[src/rtl/hazard_pkg.sv]
// Shared types for the pipeline hazard controller: forwarding selects and
// memory-wait FSM states.
package hazard_pkg;

    typedef enum logic [1:0] {
        FWD_RF  = 2'b00,
        FWD_WB  = 2'b01,
        FWD_MEM = 2'b10
    } fwd_sel_t;

    typedef enum logic [1:0] {
        IDLE,
        WAIT,
        RELEASE
    } mem_state_t;

endpackage

[src/rtl/mem_wait_fsm.sv]
// Freezes the pipeline for MEM_LATENCY cycles per data-memory access, then
// spends one RELEASE cycle letting the finished access leave M.
module mem_wait_fsm
    import hazard_pkg::*;
#(
    parameter int MEM_LATENCY = 0
) (
    input  logic clk,
    input  logic rst,
    input  logic MemAccessM,
    output logic memStall
);

    localparam int CW = (MEM_LATENCY > 0) ? $clog2(MEM_LATENCY + 1) : 1;
    localparam logic [CW-1:0] LAST = CW'(MEM_LATENCY - 1);

    mem_state_t     state;
    logic [CW-1:0]  count;
    logic           start;

    assign start = (MEM_LATENCY > 0) && MemAccessM;

    // The first stall cycle is the IDLE cycle that sees the access, so the
    // stall has to be decoded combinationally from the current state.
    always_comb begin
        memStall = !rst && ((state == WAIT) || ((state == IDLE) && start));
    end

    always_ff @(posedge clk) begin
        if (rst) begin
            state <= IDLE;
            count <= '0;
        end else begin
            case (state)
                IDLE: begin
                    if (start) begin
                        count <= CW'(1);
                        state <= (MEM_LATENCY == 1) ? RELEASE : WAIT;
                    end
                end
                WAIT: begin
                    count <= count + 1'b1;
                    if (count == LAST) begin
                        state <= RELEASE;
                    end
                end
                RELEASE: state <= IDLE;
                default: state <= IDLE;
            endcase
        end
    end

endmodule

[src/rtl/hazard_unit.sv]
// Hazard controller for the five-stage RV32I pipeline: operand forwarding,
// load-use/RAW stalls, branch flushes, memory-wait freeze and a stall counter.
module hazard_unit
    import hazard_pkg::*;
#(
    parameter int REG_ADDR_WIDTH = 5,
    parameter int MEM_LATENCY    = 0,
    parameter int FWD_ENABLE     = 1,
    parameter int CNT_WIDTH      = 32
) (
    input  logic                      clk,
    input  logic                      rst,
    input  logic [REG_ADDR_WIDTH-1:0] rs1D,
    input  logic [REG_ADDR_WIDTH-1:0] rs2D,
    input  logic [REG_ADDR_WIDTH-1:0] rs1E,
    input  logic [REG_ADDR_WIDTH-1:0] rs2E,
    input  logic [REG_ADDR_WIDTH-1:0] rdE,
    input  logic [REG_ADDR_WIDTH-1:0] rdM,
    input  logic [REG_ADDR_WIDTH-1:0] rdW,
    input  logic                      RegWriteE,
    input  logic                      RegWriteM,
    input  logic                      RegWriteW,
    input  logic                      ResultSrcE,
    input  logic                      MemAccessM,
    input  logic                      PCSrcE,
    output logic [1:0]                ForwardAE,
    output logic [1:0]                ForwardBE,
    output logic                      StallF,
    output logic                      StallD,
    output logic                      StallE,
    output logic                      StallM,
    output logic                      FlushD,
    output logic                      FlushE,
    output logic                      FlushW,
    output logic [CNT_WIDTH-1:0]      stall_cycles
);

    logic     mem_stall;
    logic     lw_stall;
    fwd_sel_t fwd_a;
    fwd_sel_t fwd_b;

    // x0 is hard-wired to zero, so a write to it never creates a dependency.
    function automatic logic reg_hit(input logic we,
                                     input logic [REG_ADDR_WIDTH-1:0] rd,
                                     input logic [REG_ADDR_WIDTH-1:0] rs);
        return we && (rd != '0) && (rd == rs);
    endfunction

    function automatic fwd_sel_t pick_fwd(input logic [REG_ADDR_WIDTH-1:0] rs,
                                          input logic we_m,
                                          input logic [REG_ADDR_WIDTH-1:0] rd_m,
                                          input logic we_w,
                                          input logic [REG_ADDR_WIDTH-1:0] rd_w);
        if (FWD_ENABLE == 0)              return FWD_RF;
        if (reg_hit(we_m, rd_m, rs))      return FWD_MEM;
        if (reg_hit(we_w, rd_w, rs))      return FWD_WB;
        return FWD_RF;
    endfunction

    mem_wait_fsm #(
        .MEM_LATENCY(MEM_LATENCY)
    ) u_mem_wait (
        .clk       (clk),
        .rst       (rst),
        .MemAccessM(MemAccessM),
        .memStall  (mem_stall)
    );

    // Without forwarding every in-flight writer of a D source must drain first.
    always_comb begin
        fwd_a = pick_fwd(rs1E, RegWriteM, rdM, RegWriteW, rdW);
        fwd_b = pick_fwd(rs2E, RegWriteM, rdM, RegWriteW, rdW);
        if (FWD_ENABLE != 0) begin
            lw_stall = ResultSrcE && (rdE != '0) && ((rdE == rs1D) || (rdE == rs2D));
        end else begin
            lw_stall = reg_hit(RegWriteE, rdE, rs1D) || reg_hit(RegWriteE, rdE, rs2D) ||
                       reg_hit(RegWriteM, rdM, rs1D) || reg_hit(RegWriteM, rdM, rs2D) ||
                       reg_hit(RegWriteW, rdW, rs1D) || reg_hit(RegWriteW, rdW, rs2D);
        end
    end

    // Priority: reset, memory freeze, taken branch, then data hazard.
    always_comb begin
        ForwardAE = FWD_RF;
        ForwardBE = FWD_RF;
        StallF    = 1'b0;
        StallD    = 1'b0;
        StallE    = 1'b0;
        StallM    = 1'b0;
        FlushD    = 1'b0;
        FlushE    = 1'b0;
        FlushW    = 1'b0;
        if (rst) begin
            FlushD = 1'b1;
            FlushE = 1'b1;
            FlushW = 1'b1;
        end else begin
            ForwardAE = fwd_a;
            ForwardBE = fwd_b;
            if (mem_stall) begin
                StallF = 1'b1;
                StallD = 1'b1;
                StallE = 1'b1;
                StallM = 1'b1;
                FlushW = 1'b1;
            end else if (PCSrcE) begin
                FlushD = 1'b1;
                FlushE = 1'b1;
            end else if (lw_stall) begin
                StallF = 1'b1;
                StallD = 1'b1;
                FlushE = 1'b1;
            end
        end
    end

    always_ff @(posedge clk) begin
        if (rst) begin
            stall_cycles <= '0;
        end else if ((StallF || StallD || StallE || StallM) && (stall_cycles != '1)) begin
            stall_cycles <= stall_cycles + CNT_WIDTH'(1);
        end
    end

endmodule

[config.mk]
export PLATFORM = sky130hd
export DESIGN_NAME = hazard_unit
export DESIGN_NICKNAME = d
export VERILOG_FILES = /design/src/rtl/hazard_pkg.sv /design/src/rtl/mem_wait_fsm.sv /design/src/rtl/hazard_unit.sv
export SDC_FILE = /design/constraint.sdc
export NUM_CORES = 1
export LEC_CHECK = 0
export ABC_AREA = 1
export CAP_MARGIN = 5
export CORE_MARGIN = 2
export CORE_UTILIZATION = 51
export CTS_CLUSTER_SIZE = 24
export DETAILED_ROUTE_END_ITERATION = 7
export GPL_TIMING_DRIVEN = 0
export PLACE_DENSITY_LB_ADDON = 0.08
export SLEW_MARGIN = 20
export SYNTH_ARGS = -nofsm -noshare
export SYNTH_HDL_FRONTEND = slang
export SYNTH_SLANG_ARGS = --single-unit
[constraint.sdc]
create_clock -name clk -period 3.2 [get_ports clk]
set_input_delay 0.64 -clock clk [delete_from_list [all_inputs] [get_ports clk]]
set_output_delay 0.64 -clock clk [all_outputs]
set_load 0.05 [all_outputs]
# Word-level counts from Yosys, hierarchy flattened
# Cells that the tools add are included.
[word_totals] word_cells=65 ff_bits=35 in_bits=43 output_inout_bits=43
[op_classes] n_addsub=2 n_reduce_logical=19 muxes=31 eq_ne=9 bitwise_logic=1
[ops] cell="32-bit by 1-bit adder with 32-bit output (second input constant)" n=1
[ops] cell="32-bit inequality test (second input constant)" n=1
[ops] cell="5-bit == test" n=6
[ops] cell="2-bit two-way mux" n=11
[ops] cell="1-bit two-way mux" n=19
[ops] cell="5-bit nonzero test" n=3
[ops] cell="1-bit logical AND" n=10
[ops] cell="2-bit case mux with 2 select lines" n=1
[ops] cell="1-bit logical OR" n=3
[ops] cell="2-bit by 1-bit == test with 1-bit output (second input constant)" n=1
[ops] cell="2-bit logical NOT" n=1
[ops] cell="2-bit by 1-bit inequality test with 1-bit output (second input constant)" n=1
[ops] cell="2-bit AND reduction" n=1
[ops] cell="1-bit adder (second input constant)" n=1
[ops] cell="1-bit logical NOT" n=1
[ops] cell="1-bit inverter" n=1

# Logic depth before layout (Yosys ltp)
[depth] word_depth=10 mapped_depth=11 mapped_depth_nobuf=11

# Cells and area by module
# A second synthesis with hierarchy kept.
[unflattened] cells_unflattened=444 area_unflattened_um2=2656.3
[modules_own_cells] module="hazard_unit" cells_each=442 area_each_um2=2645.0 instances=1 seq_area_each_um2=640.6
[modules_own_cells] module="mem_wait_fsm" cells_each=2 area_each_um2=11.3 instances=1 seq_area_each_um2=0.0

# Least setup slack after synthesis
# Ideal clock, no wire load.
[synth_timing] path_type="input -> output" start="input port rst" end="output port StallF" t_required_ps=2560 slack_ps=705 arrival_ps=1855 n_path_buf=2 cell_stages=5 cell_sequence="buf_2 > nor2_1 > nand3_2 > inv_1 > buf_4"
[synth_between] elab_chain_cells=4
[synth_rtl] element="start: declaration" line="hazard_unit.sv:12" rtl="input logic rst,"
[synth_rtl] element="1-bit logical NOT" line="mem_wait_fsm.sv:26" rtl="memStall = !rst && ((state == WAIT) || ((state == IDLE) && start));"
[synth_rtl] element="1-bit logical AND" line="mem_wait_fsm.sv:26"
[synth_rtl] element="1-bit two-way mux"
[synth_rtl] element="1-bit two-way mux (*)"
[synth_rtl] element="end: declaration" line="hazard_unit.sv:28" rtl="output logic StallF,"
# Every way passes the cells marked *; elsewhere a longest branch is shown, timed or not.

# Final worst setup path
[layout_timing] start="input port rdW[4]" end="output port ForwardAE[0]"
[layout_between] elab_chain_cells=8 word_cells_on_any_way=10 cone_classes="eq/ne: 1; mux: 6; reduce/logical: 3"
[layout_rtl] element="start: declaration" line="hazard_unit.sv:19" rtl="input logic [REG_ADDR_WIDTH-1:0] rdW,"
[layout_rtl] element="5-bit nonzero test"
[layout_rtl] element="1-bit logical AND"
[layout_rtl] element="1-bit logical AND (*)" line="hazard_unit.sv:47" rtl="return we && (rd != '0) && (rd == rs);"
[layout_rtl] element="1-bit two-way mux (2 in a row)" line="hazard_unit.sv:57" rtl="if (reg_hit(we_w, rd_w, rs)) return FWD_WB;"
[layout_rtl] element="2-bit two-way mux (*)" line="hazard_unit.sv:58" rtl="return FWD_RF;"
[layout_rtl] element="2-bit two-way mux (*)" line="hazard_unit.sv:57"
[layout_rtl] element="2-bit two-way mux (*)" line="hazard_unit.sv:94" rtl="if (rst) begin"
[layout_rtl] element="end: declaration" line="hazard_unit.sv:26" rtl="output logic [1:0] ForwardAE,"
# Every way passes the cells marked *; elsewhere a longest branch is shown, timed or not. The select of a mux whose other input is x is not followed.

==> summary.txt <==
Run status
  • Status: finished clean

STA
  • Slew Limit Fails: 0
  • Relative slew slack: 66.0%
  • Post-layout min period: 3.04 ns
  • Final hold vios: 0
  • RSZ-0062 raised after global routing: no
  • Worst Skew: 0.00502 ns
  • Worst hold margin: 0.499 ns
  • Period utilization: 94.9%
  • Slew @ Worst Pin: 0.509 ns
  • Number of setup violations in the final report: 0
  • Max Clk Rate: 0.329 GHz

Floorplan
  • Io pins: 86
  • Die ar.: 0.00581 mm2
  • Row cnt: 26
  • Starting density of the core: 52.4%
  • Die width: 76.2 um
  • Core Region: 0.00507 mm2
  • Die H: 76.2 um

Placement
  • HPWL after DPL: 6.10 mm
  • Routability cong.: 0.935
  • DP Area: 0.00355 mm2
  • Port Buffers: 80

Routing
  • Via total after detailed routing: 2998
  • Top Layer Used: met4
  • DRC Markers: 0
  • Via density: 5.01
  • Avg WL per Cell: 12.5 um
  • Final wirelength: 7.48 mm
  • Met3 wire len: 510 um
  • Met2 Wirelength: 3.56 mm
  • Met1 Wirelength: 3.36 mm
  • Antenna-violating nets left: 0
  • Drt pass-1 iters: 5
  • 1st-iter DRT viols: 146

Power and ir drop
  • Power Density: 245 mW/mm2
  • Maximum vdd drop: 0.218 mV
  • Total power draw: 890 uW
  • Leak: 0.00139 uW

Clock tree
  • Post-CTS setup buffer count: 0
  • TritonCTS clock tree: built
  • Clock transition at path regs: 0.06 ns
  • Clock sink count: 32
  • Clock root cell: clkbuf_8
  • H-tree Lvls: 2
  • CTS Hold Bufs: 0
  • CTS buffer count: 5
  • Clock buffer depth: 2
  • Worst skew pair latency: 0.28 ns

Logic synthesis
  • Seq/Total Area, Yosys: 24.1%
  • YS warnings: 0
  • Gate Count Post-Synth: 440
  • Post-synth EDFFs: 0
  • Seq cells post-synth: 32
  • Syn Area/Cell: 6.04 um2
  • Top cell type's share of synthesized area: 24.1%
  • Netlist Area Pre-Place: 0.00266 mm2
  • Top post-synthesis cells by area: dfxtp_1 (24%), nand2_1 (24%), xor2_1 (9.6%)
  • Async S/R FF share, synth: 0%
  • Post-synth top flop: dfxtp_1
  • Area leader, netlist: dfxtp_1
  • Synth cell types: 31

Setup path
  • Critical path arrival: 2.40 ns
  • Crit path kind: in -> out
  • Critical path capture point type: output port
  • Req. time, crit path: 2.56 ns
  • Critical Path Fanout Max: 3
  • Worst path cell trace: clkdlybuf4s50_1, xor2_1, nor4_1, nand3_1, nor2_1, dlygate4sd2_1
  • Max stage delay on crit path: 0.53 ns
  • Slowest-stage cell, CP: dlygate4sd2_1
  • Startpoint Class: primary input

Finish
  • N_diodes: 0
  • Layout cells sized above 1: 7.95%
  • Cell area after layout: 0.00364 mm2
  • Top Registers: stall_cycles x32
  • Post-route core utilization: 71.7%
  • P&R area growth vs syn: 36.8%
  • Nets: 572
  • Max FFs per register: 32
  • Register name with the most flops: stall_cycles

Flow run
  • Max-cap violation count: 0

Hold path
  • Hold Crit Class: reg -> reg

Global route
  • Antenna violations before repair: 0
  • Total grt overflow: 0
  • Largest net degree at the start of global routing: 11
  • Total GRT Usage: 26.1%
  • Vias in the first global route: 2683
  • First-pass GRT wire length: 12.5 mm
## cells in the mapped netlist, drive strengths merged, types with 2 or more instances
master	count
buf	11
or2	3
o21ai	2
xnor2	11
inv	41
nor3	13
nand3b	5
nand2	175
nor2	55
nor4	4
dfxtp	32
xor2	29
nand3	13
a21oi	32
clkbuf	3
nand4	7
## critical path, delay by kind of cell
family                    cells  cell delay, ns
buffers and inverters         2            1.03
xor gates and xnor gates      1            0.20
and+or+nand+nor               3            0.52
## final cells by class
cell class,count,area [um2]
plain buffers,14,97.6
clock buffers,7,96.3
fillers,476,1440
inverters,41,154
multi-input cells,354,1770
flip-flops and latches,32,641
well taps,70,87.6
repair buffers,80,792
## cells by family (layout without fill, tap and decap cells)
| family | after synthesis | in the layout | share of synthesized area (%) |
|---|---|---|---|
| simple gates | 276 | 276 | 45.8 |
| buf+inv | 55 | 142 | 9.46 |
| xor+xnor | 40 | 40 | 13.2 |
| compound gates | 35 | 35 | 6.87 |
| flops | 32 | 32 | 24.1 |
| fa+ha+maj | 1 | 1 | 0.471 |
| other cells | 1 | 2 | 0.141 |
## per-layer routing
layer	vias to the layer above	GRT usage (%)
met2	97	45.4
met5	-	0
met1	1348	34.1
li1	1548	-
met3	5	4.27
met4	0	5.27
## report_power, final
group | internal (uW) | total [uW] | switching, uW
clock | 191 | 341 | 150
combinational | 76.1 | 150 | 74.0
sequential | 398 | 399 | 0.487
total | 666 | 890 | 224
## cell usage in the layout, fill, tap and decap left out, types with 2 or more instances in the layout
| master | count |
|---|---|
| a21oi_1 | 31 |
| buf_2 | 3 |
| buf_4 | 5 |
| buf_6 | 3 |
| clkbuf_1 | 3 |
| clkbuf_8 | 7 |
| clkdlybuf4s50_1 | 73 |
| conb_1 | 2 |
| dfxtp_1 | 32 |
| dlygate4sd2_1 | 5 |
| inv_1 | 36 |
| inv_2 | 5 |
| nand2_1 | 170 |
| nand2_2 | 4 |
| nand3_1 | 12 |
| nand3b_1 | 5 |
| nand4_1 | 6 |
| nor2_1 | 50 |
| nor2_4 | 5 |
| nor3_1 | 11 |
| nor4_1 | 4 |
| o21ai_0 | 2 |
| or2_2 | 3 |
| xnor2_1 | 11 |
| xor2_1 | 29 |
## worst paths after layout
| check | from | endpoint | slack (ns) | cells past startpoint |
|---|---|---|---|---|
| worst max register to register | stall_cycles[0] | stall_cycles[2] | 1.03 | 11 |
| worst min register to register | stall_cycles[8] | stall_cycles[8] | 0.50 | 2 |
| worst min-delay path | stall_cycles[8] | stall_cycles[8] | 0.50 | 2 |
| worst max-delay path | rdW[4] | ForwardAE[0] | 0.16 | 6 |
## per-stage QoR
stage / TNS [ns] / worst slack [ns] / cells
6_report: 0 / 0.162 / 598
5_1_grt: 0 / 0.0183 / 598
4_1_cts: 0 / 0.000701 / 598
3_5_place_dp: -0.672 / -0.168 / 591
3_3_place_gp: -0.486 / -0.140 / 591
2_1_floorplan: 0 / 0.705 / 441
## repair_timing
item                       in CTS  in global routing
hold endpoints to repair        0                  0
setup endpoints to repair       6                  2
resized for setup               6                  3
No activity file was read; power rests on OpenSTA's default activity.
